File: config.mk
export PLATFORM = sky130hd
export DESIGN_NAME = program_loader_flat
export DESIGN_NICKNAME = d
export VERILOG_FILES = /design/src/rtl/program_loader_if.sv /design/src/rtl/program_loader.sv /design/src/flat_wrapper.sv
export SDC_FILE = /design/constraint.sdc
export NUM_CORES = 1
export LEC_CHECK = 0
export CORE_ASPECT_RATIO = 1.5
export CORE_MARGIN = 2
export CORE_UTILIZATION = 30
export CTS_CLUSTER_SIZE = 20
export DETAILED_ROUTE_END_ITERATION = 8
export SLEW_MARGIN = 20
export SYNTH_ARGS = -nofsm -noshare
export SYNTH_HDL_FRONTEND = slang
export SYNTH_SLANG_ARGS = --single-unit
File: constraint.sdc
create_clock -name clk -period 6.1 [get_ports clk]
set_clock_uncertainty 0.05 [all_clocks]
set_input_delay 0.915 -clock clk [delete_from_list [all_inputs] [get_ports clk]]
set_output_delay 0.915 -clock clk [all_outputs]
set_load 0.005 [all_outputs]
File: src/rtl/program_loader_if.sv
// Byte-stream and program-memory bundle between the UART side, the loader
// and the CPU's program memory / run control.
interface program_loader_if #(
  parameter int DATA_W = 16,
  parameter int ADDR_W = 11
);
  logic [7:0]        rx_data;
  logic              rx_done_tick;
  logic              pm_we;
  logic [ADDR_W-1:0] pm_addr;
  logic [DATA_W-1:0] pm_data;
  logic              tx_start;
  logic [7:0]        tx_data;
  logic              cpu_run;
  logic              loading;
  logic              bad_op;
  logic              err_count;

  // Loader side: consumes received bytes, drives memory, transmitter and CPU control.
  modport slave (
    input  rx_data, rx_done_tick,
    output pm_we, pm_addr, pm_data, tx_start, tx_data,
    output cpu_run, loading, bad_op, err_count
  );

  // Environment side: supplies received bytes, observes everything else.
  modport master (
    output rx_data, rx_done_tick,
    input  pm_we, pm_addr, pm_data, tx_start, tx_data,
    input  cpu_run, loading, bad_op, err_count
  );
endinterface

File: src/rtl/program_loader.sv
// Program loader for the accumulator CPU. Parses a framed byte stream
// (sync byte, word count, then high/low byte pairs), writes each assembled
// word into program memory, acknowledges with the word count through the
// UART transmitter and only then lets the CPU run.
module program_loader #(
  parameter int          DATA_W    = 16,
  parameter int          ADDR_W    = 11,
  parameter logic [7:0]  SYNC_BYTE = 8'hA5,
  parameter logic [4:0]  OPC_MAX   = 5'd7
) (
  input  logic          clk,
  input  logic          reset,
  program_loader_if.slave bus
);

  typedef enum logic [2:0] {
    IDLE,
    COUNT,
    HIGH,
    LOW,
    WRITE,
    DONE
  } state_t;

  state_t            state;
  state_t            stateNext;

  logic [7:0]        wordCount;
  logic [7:0]        wordIdx;
  logic [7:0]        highByte;
  logic [ADDR_W-1:0] pmAddr;
  logic [DATA_W-1:0] pmData;
  logic [7:0]        txData;
  logic              cpuRun;
  logic              badOp;
  logic              errCount;

  logic              rxTick;
  logic              startFrame;
  logic              zeroCount;
  logic              takeCount;
  logic              takeHigh;
  logic              takeLow;
  logic              lastWord;
  logic [4:0]        opcode;

  assign rxTick   = bus.rx_done_tick;
  assign lastWord = (wordIdx == (wordCount - 8'd1));
  assign opcode   = pmData[DATA_W-1 -: 5];

  // State register; reset aborts any frame in progress.
  always_ff @(posedge clk) begin
    if (reset) begin
      state <= IDLE;
    end else begin
      state <= stateNext;
    end
  end

  // Next-state and per-byte strobes; WRITE and DONE ignore incoming bytes.
  always_comb begin
    stateNext  = state;
    startFrame = 1'b0;
    zeroCount  = 1'b0;
    takeCount  = 1'b0;
    takeHigh   = 1'b0;
    takeLow    = 1'b0;
    case (state)
      IDLE: begin
        if (rxTick && (bus.rx_data == SYNC_BYTE)) begin
          startFrame = 1'b1;
          stateNext  = COUNT;
        end
      end
      COUNT: begin
        if (rxTick) begin
          if (bus.rx_data == 8'd0) begin
            zeroCount = 1'b1;
            stateNext = IDLE;
          end else begin
            takeCount = 1'b1;
            stateNext = HIGH;
          end
        end
      end
      HIGH: begin
        if (rxTick) begin
          takeHigh  = 1'b1;
          stateNext = LOW;
        end
      end
      LOW: begin
        if (rxTick) begin
          takeLow   = 1'b1;
          stateNext = WRITE;
        end
      end
      WRITE: begin
        stateNext = lastWord ? DONE : HIGH;
      end
      DONE: begin
        stateNext = IDLE;
      end
      default: begin
        stateNext = IDLE;
      end
    endcase
  end

  // Frame bookkeeping, memory write port, acknowledge byte and CPU run/flag control.
  always_ff @(posedge clk) begin
    if (reset) begin
      wordCount <= 8'd0;
      wordIdx   <= 8'd0;
      pmAddr    <= '0;
      pmData    <= '0;
      txData    <= 8'd0;
      cpuRun    <= 1'b0;
      badOp     <= 1'b0;
      errCount  <= 1'b0;
    end else begin
      if (startFrame) begin
        badOp    <= 1'b0;
        errCount <= 1'b0;
        cpuRun   <= 1'b0;
      end
      if (zeroCount) begin
        errCount <= 1'b1;
      end
      if (takeCount) begin
        wordCount <= bus.rx_data;
        wordIdx   <= 8'd0;
      end
      if (takeLow) begin
        pmAddr <= ADDR_W'(wordIdx);
        pmData <= {highByte, bus.rx_data};
      end
      if (state == WRITE) begin
        if (opcode > OPC_MAX) begin
          badOp <= 1'b1;
        end
        if (lastWord) begin
          txData <= wordCount;
        end else begin
          wordIdx <= wordIdx + 8'd1;
        end
      end
      if (state == DONE) begin
        cpuRun <= 1'b1;
      end
    end
  end

  // High byte of the word being assembled; only meaningful between HIGH and WRITE.
  always_ff @(posedge clk) begin
    if (takeHigh) begin
      highByte <= bus.rx_data;
    end
  end

  assign bus.pm_we     = (state == WRITE);
  assign bus.tx_start  = (state == DONE);
  assign bus.loading   = (state != IDLE);
  assign bus.pm_addr   = pmAddr;
  assign bus.pm_data   = pmData;
  assign bus.tx_data   = txData;
  assign bus.cpu_run   = cpuRun;
  assign bus.bad_op    = badOp;
  assign bus.err_count = errCount;

endmodule

File: src/flat_wrapper.sv
// flat-port wrapper written by rule: the top's interface ports become plain ports
module program_loader_flat 
#(
  parameter int          DATA_W    = 16,
  parameter int          ADDR_W    = 11,
  parameter logic [7:0]  SYNC_BYTE = 8'hA5,
  parameter logic [4:0]  OPC_MAX   = 5'd7
)
  (clk, reset, bus_rx_data, bus_rx_done_tick, bus_pm_we, bus_pm_addr, bus_pm_data, bus_tx_start, bus_tx_data, bus_cpu_run, bus_loading, bus_bad_op, bus_err_count);
  program_loader_if #(.DATA_W(DATA_W), .ADDR_W(ADDR_W)) bus_i ();
  input  logic clk;
  input  logic reset;
  input wire logic [$bits(bus_i.rx_data)-1:0] bus_rx_data;
  input wire logic [$bits(bus_i.rx_done_tick)-1:0] bus_rx_done_tick;
  output wire logic [$bits(bus_i.pm_we)-1:0] bus_pm_we;
  output wire logic [$bits(bus_i.pm_addr)-1:0] bus_pm_addr;
  output wire logic [$bits(bus_i.pm_data)-1:0] bus_pm_data;
  output wire logic [$bits(bus_i.tx_start)-1:0] bus_tx_start;
  output wire logic [$bits(bus_i.tx_data)-1:0] bus_tx_data;
  output wire logic [$bits(bus_i.cpu_run)-1:0] bus_cpu_run;
  output wire logic [$bits(bus_i.loading)-1:0] bus_loading;
  output wire logic [$bits(bus_i.bad_op)-1:0] bus_bad_op;
  output wire logic [$bits(bus_i.err_count)-1:0] bus_err_count;
  assign bus_i.rx_data = bus_rx_data;
  assign bus_i.rx_done_tick = bus_rx_done_tick;
  assign bus_pm_we = bus_i.pm_we;
  assign bus_pm_addr = bus_i.pm_addr;
  assign bus_pm_data = bus_i.pm_data;
  assign bus_tx_start = bus_i.tx_start;
  assign bus_tx_data = bus_i.tx_data;
  assign bus_cpu_run = bus_i.cpu_run;
  assign bus_loading = bus_i.loading;
  assign bus_bad_op = bus_i.bad_op;
  assign bus_err_count = bus_i.err_count;
  program_loader #(.DATA_W(DATA_W), .ADDR_W(ADDR_W), .SYNC_BYTE(SYNC_BYTE), .OPC_MAX(OPC_MAX)) u_core (.clk(clk), .reset(reset), .bus(bus_i));
endmodule
After elaboration in Yosys (flattened, before gate mapping)
Cells that the tools add are included.
Operators by class
  equal/unequal tests: 11
  reductions and logical operators: 8
  muxes and demuxes: 27
  magnitude comparators: 1
  $add $sub $neg: 2
Operators by type and width (number)
  8-bit 2-to-1 mux: 3
  1-bit 2-to-1 mux: 17
  3-bit 2-to-1 mux: 5
  3-bit case mux with 5 select lines: 1
  8-bit by 1-bit adder with 8-bit output (second input constant): 1
  8-bit equality test: 1
  8-bit equality test (second input constant): 1
  8-bit logical NOT: 1
  8-bit by 1-bit subtractor with 8-bit output (second input constant): 1
  3-bit by 2-bit equality test with 1-bit output (second input constant): 2
  3-bit equality test (second input constant): 2
  2-bit inequality test (second input constant): 3
  5-bit by 3-bit greater-than comparator with 1-bit output (second input constant): 1
  4-bit AND reduction: 1
  2-bit nonzero test: 2
  3-bit by 1-bit equality test with 1-bit output (second input constant): 1
  3-bit logical NOT: 1
  3-bit nonzero test: 1
  2-bit 2-to-1 mux: 1
  2-bit by 1-bit inequality test with 1-bit output (second input constant): 1
  2-bit AND reduction: 1
  1-bit logical AND: 1
Word-level totals
  bits in registers: 62
  word-level logic and storage cells: 59
  input bits: 11

Longest topological paths before layout
  depth after elaboration: 7
  gate-level depth with buffers: 9

Least setup slack after synthesis
OpenSTA, ideal clock, no wires.
  path type: register -> register
  start point: register u_core.wordCount[0]
  end point: register u_core.wordIdx[4]
  setup time: 0.088 ns
  path slack: 3.787 ns
  arrival: 2.175 ns
  cell stages (with the launch flop): 9
  required time: 5.962 ns
  path through: dfxtp_1 inv_1 ha_1 and2_1 o21a_1 o31a_1 a2111o_1 a21o_1 a311oi_2
Between the ends
  cells in the longest elaborated chain, start to end: 4
Ends and longest elaborated chain
  from (decl): line program_loader.sv:28  | logic [7:0] wordCount;
  from (signal assigned): line program_loader.sv:131  | wordCount <= bus.rx_data;
  8-bit by 1-bit subtractor with 8-bit output: line program_loader.sv:48  | assign lastWord = (wordIdx == (wordCount - 8'd1));
  8-bit equality test: line program_loader.sv:48
  8-bit 2-to-1 mux: line program_loader.sv:142  | if (lastWord) begin
  8-bit 2-to-1 mux: line program_loader.sv:138  | if (state == WRITE) begin
  to (signal assigned): line program_loader.sv:145  | wordIdx <= wordIdx + 8'd1;
  to (decl): line program_loader.sv:29  | logic [7:0] wordIdx;
No other way between the ends.
A chain may end at the register's enable or synchronous reset.

Worst setup path in the final report
  start point: register u_core.state[0]
  end point: output port bus_pm_we
Between the ends
  cells in the longest elaborated chain, start to end: 1
Ends and longest elaborated chain
  from (decl): line program_loader.sv:25  | state_t state;
  from (signal assigned): line program_loader.sv:56  | state <= stateNext;
  3-bit equality test: line program_loader.sv:161  | assign bus.pm_we = (state == WRITE);
  to (decl): line flat_wrapper.sv:15  | output wire logic [$bits(bus_i.pm_we)-1:0] bus_pm_we;
No other way between the ends.

==> impl_metrics.env <==
export IMPL_status="completed"
export IMPL_grt_pass1_wl_um=10980
export IMPL_dr_pass1_iters=4
export IMPL_critPathMaxFanout=18
export IMPL_ys_warnings_count=0
export IMPL_h_tree_depth=3
export IMPL_floorplan_rows=42
export IMPL_clock_path_buffers=2
export IMPL_multiInputGateArea_um2=1296
export IMPL_cts_setup_buffers=0
export IMPL_synth_area_leaders="dfxtp_1 (39%), edfxtp_1 (8.8%), nand2_1 (7.9%)"
export IMPL_worst_setup_path_end_kind="primary output"
export IMPL_required_ns=5.13
export IMPL_die_h_um=121.1
export IMPL_drtAntennaViolNets=0
export IMPL_routedWlPerCell_um=14.31
export IMPL_min_path_type="reg2reg"
export IMPL_hpwlAfterDp_um=4755
export IMPL_pwr_share_comb=0.020
export IMPL_max_cap_violations=0
export IMPL_setup_ws_ns=2.764
export IMPL_intPower_mw=0.7422
export IMPL_ir_drop_mv=0.2037
export IMPL_drc_errors=0
export IMPL_design_core_area_um2=8881
export IMPL_cts_tree="done"
export IMPL_fmax_mhz=299.8
export IMPL_cts_sinks=62
export IMPL_p_switching_mw=0.2061
export IMPL_endpoint="bus_pm_we"
export IMPL_r2r_end="u_core.wordIdx[6]$_SDFF_PP0_"
export IMPL_drv_slew=0
export IMPL_start_kind="register"
export IMPL_die_width_um=82.05
export IMPL_netlist_area_leader_share=0.3943
export IMPL_area_growth_synth_to_final_pct=30.63
export IMPL_ioPinCount=52
export IMPL_register_area_um2=1321
export IMPL_clk_latency_ns=0.33
export IMPL_grt_max_degree=62
export IMPL_setup_viol=0
export IMPL_synth_ff_type="dfxtp_1"
export IMPL_power_mw=0.9483
export IMPL_max_slew_worst_pin_slew_ns=1.094
export IMPL_r2r_start="u_core.wordCount[0]$_SDFFE_PP0P_"
export IMPL_numCtsBuffers=9
export IMPL_fin_crit_ns=3.336
export IMPL_overflow=0
export IMPL_synthesis_area_um2=2741
export IMPL_antennaDiodeCount=0
export IMPL_synth_area_leader_cell="dfxtp_1"
export IMPL_clk_pin_slew_ns=0.05
export IMPL_postCtsHoldBufs=0
export IMPL_holdWs_ns=0.4017
export IMPL_period_share=0.5469
export IMPL_power_per_cell_area_nw_per_um2=264.8
export IMPL_rrSetupSlack_ns=3.23
export IMPL_async_reset_ff_frac=0
export IMPL_p_leak_nw=1.210
export IMPL_pwr_share_clk=0.544
export IMPL_n_fill_cell=864
export IMPL_p_sw_frac=0.2173
export IMPL_die_area_um2=9934
export IMPL_synthMostInstantiatedCell="nand2_1"
export IMPL_synthDistinctLibCells=46
export IMPL_p_seq_frac=0.436
export IMPL_viasPerCell=4.971
export IMPL_initial_core_util=0.3087
export IMPL_final_setup_tns_ns=0
export IMPL_ys_seq_elements=62
export IMPL_reg2reg_depth=8
export IMPL_wl_um=6838
export IMPL_criticalPathCategory="reg2out"
export IMPL_rsz0062_at_grt="false"
export IMPL_synth_enable_flop_cells=8
export IMPL_portBuffers=48
export IMPL_via_count=2376
export IMPL_min_path_cells=2
export IMPL_hold_viol=0
export IMPL_synth_cells=321
export IMPL_arrival_ns=2.37
export IMPL_antenna_found_initial=0
export IMPL_drive_gt1_frac=0.07337
export IMPL_seq_area_frac_synth=0.4820
export IMPL_crit_path_start="u_core.state[0]$_SDFFE_PP0P_"
export IMPL_grt_util_all_layers=0.1444
export IMPL_drtIter0Drc=86
export IMPL_synth_common_cells="nand2_1 (58), dfxtp_1 (54), a21oi_1 (43)"
export IMPL_syn_avg_cell_area_um2=8.540
export IMPL_gp_congestion=0.8347
export IMPL_maxSlewHeadroom=0.2708
export IMPL_fin_nets=376
export IMPL_preCtsSetupSlack_ns=3.113
export IMPL_fin_util=0.4032
export IMPL_post_cts_resized=0
export IMPL_first_global_vias=2206
export IMPL_ctsRootBufferMaster="clkbuf_16"
[flip-flops by register name, summed over array words and instances (netlist names)]
| signal | flops |
|---|---|
| u_core.bus.tx_data | 8 |
| u_core.bus.err_count | 1 |
| u_core.bus.cpu_run | 1 |
| u_core.wordCount | 8 |
| u_core.state | 3 |
| u_core.bus.bad_op | 1 |
| u_core.wordIdx | 8 |
| u_core.bus.pm_addr | 8 |
| u_core.highByte | 8 |
| u_core.bus.pm_data | 16 |
[layout make-up]
class / instances / area share
inverter: 8 / 0.008386
sequential: 62 / 0.3690
clock buffer: 9 / 0.06289
clock inverter: 7 / 0.02236
timing repair buffer: 50 / 0.1370
tap: 110 / 0.03843
multi-input combinational: 232 / 0.3620
[critical path: stages, from the launching register on]
cell and delay [ns]:
dfxtp_1 0.42, nor2_1 0.11, nand2_1 0.38, clkinv_1 0.54, clkdlybuf4s50_1 0.60
[logic make-up after synthesis]
| kind of cell | share of synthesized area |
|---|---|
| AOI/OAI and AO/OA | 0.1858 |
| buffers and inverters | 0.04975 |
| other | 0.001368 |
| xor gates and xnor gates | 0.02236 |
| adders and majority gates | 0.009127 |
| DFF | 0.4820 |
| and+or+nand+nor | 0.2273 |
| muxes | 0.02236 |
[layer usage]
metal / vias to the layer above / global-route usage / share of wire
met3: 4 / 0.03423 / 0.041
met5: - / 0 / 0
met1: 1107 / 0.1860 / 0.44
met4: 0 / 0.04271 / 0.0092
met2: 71 / 0.2368 / 0.51
li1: 1194 / - / -
[placed cells by master (no fill, tap or decap), types with 2 or more instances in the layout]
master	synthesis	routed
o21ai_0	15	15
o21bai_1	2	2
a311oi_2	2	2
o31a_1	2	2
nand2b_1	8	8
or3_1	3	3
nand2_1	58	58
and2_1	3	3
nand3_1	13	13
or2_2	2	2
mux2i_1	5	5
a211oi_1	4	4
inv_1	7	7
nor3b_1	5	4
ha_1	2	2
o211ai_1	2	2
clkbuf_16	0	9
conb_1	1	3
nor4_1	3	3
nor2_1	26	26
dfxtp_1	54	54
buf_4	5	2
inv_6	0	3
nor3_1	6	6
a31oi_1	2	2
a21oi_1	43	43
xor2_1	6	6
clkdlybuf4s50_1	0	47
and3_1	2	2
edfxtp_1	8	8
[metrics by stage]
step                      cells  area (um^2)
after global routing        478         3581
final                       478         3581
after CTS                   478         3581
after detailed placement    462         3276
after global placement      462         3271
after floorplan             323         2749
[worst min-delay path by stage]
| stage | end | start | slack [ns] |
|---|---|---|---|
| floorplan | u_core.bus.bad_op$_SDFF_PP0_ | u_core.bus.bad_op$_SDFF_PP0_ | 0.40 |
| global placement | u_core.bus.pm_addr[4]$_SDFFE_PP0P_ | u_core.bus.pm_addr[4]$_SDFFE_PP0P_ | 0.39 |
| detailed placement | u_core.bus.pm_data[12]$_SDFFE_PP0P_ | u_core.bus.pm_data[12]$_SDFFE_PP0P_ | 0.40 |
| CTS | u_core.bus.pm_data[12]$_SDFFE_PP0P_ | u_core.bus.pm_data[12]$_SDFFE_PP0P_ | 0.40 |
| global route | u_core.bus.pm_data[1]$_SDFFE_PP0P_ | u_core.bus.pm_data[1]$_SDFFE_PP0P_ | 0.42 |
| finish | u_core.bus.pm_addr[5]$_SDFFE_PP0P_ | u_core.bus.pm_addr[5]$_SDFFE_PP0P_ | 0.40 |
[power by group through the flow]
| stage | clock network [mW] | registers (mW) | logic, mW |
|---|---|---|---|
| after floorplan | 0 | 0.422 | 0.00895 |
| after global placement | 0 | 0.422 | 0.0191 |
| after detailed placement | 0 | 0.422 | 0.0194 |
| after CTS | 0.528 | 0.413 | 0.0193 |
| after global routing | 0.542 | 0.413 | 0.0207 |
| final | 0.516 | 0.413 | 0.0192 |
Note: power is estimated with default switching activity, not from simulation.
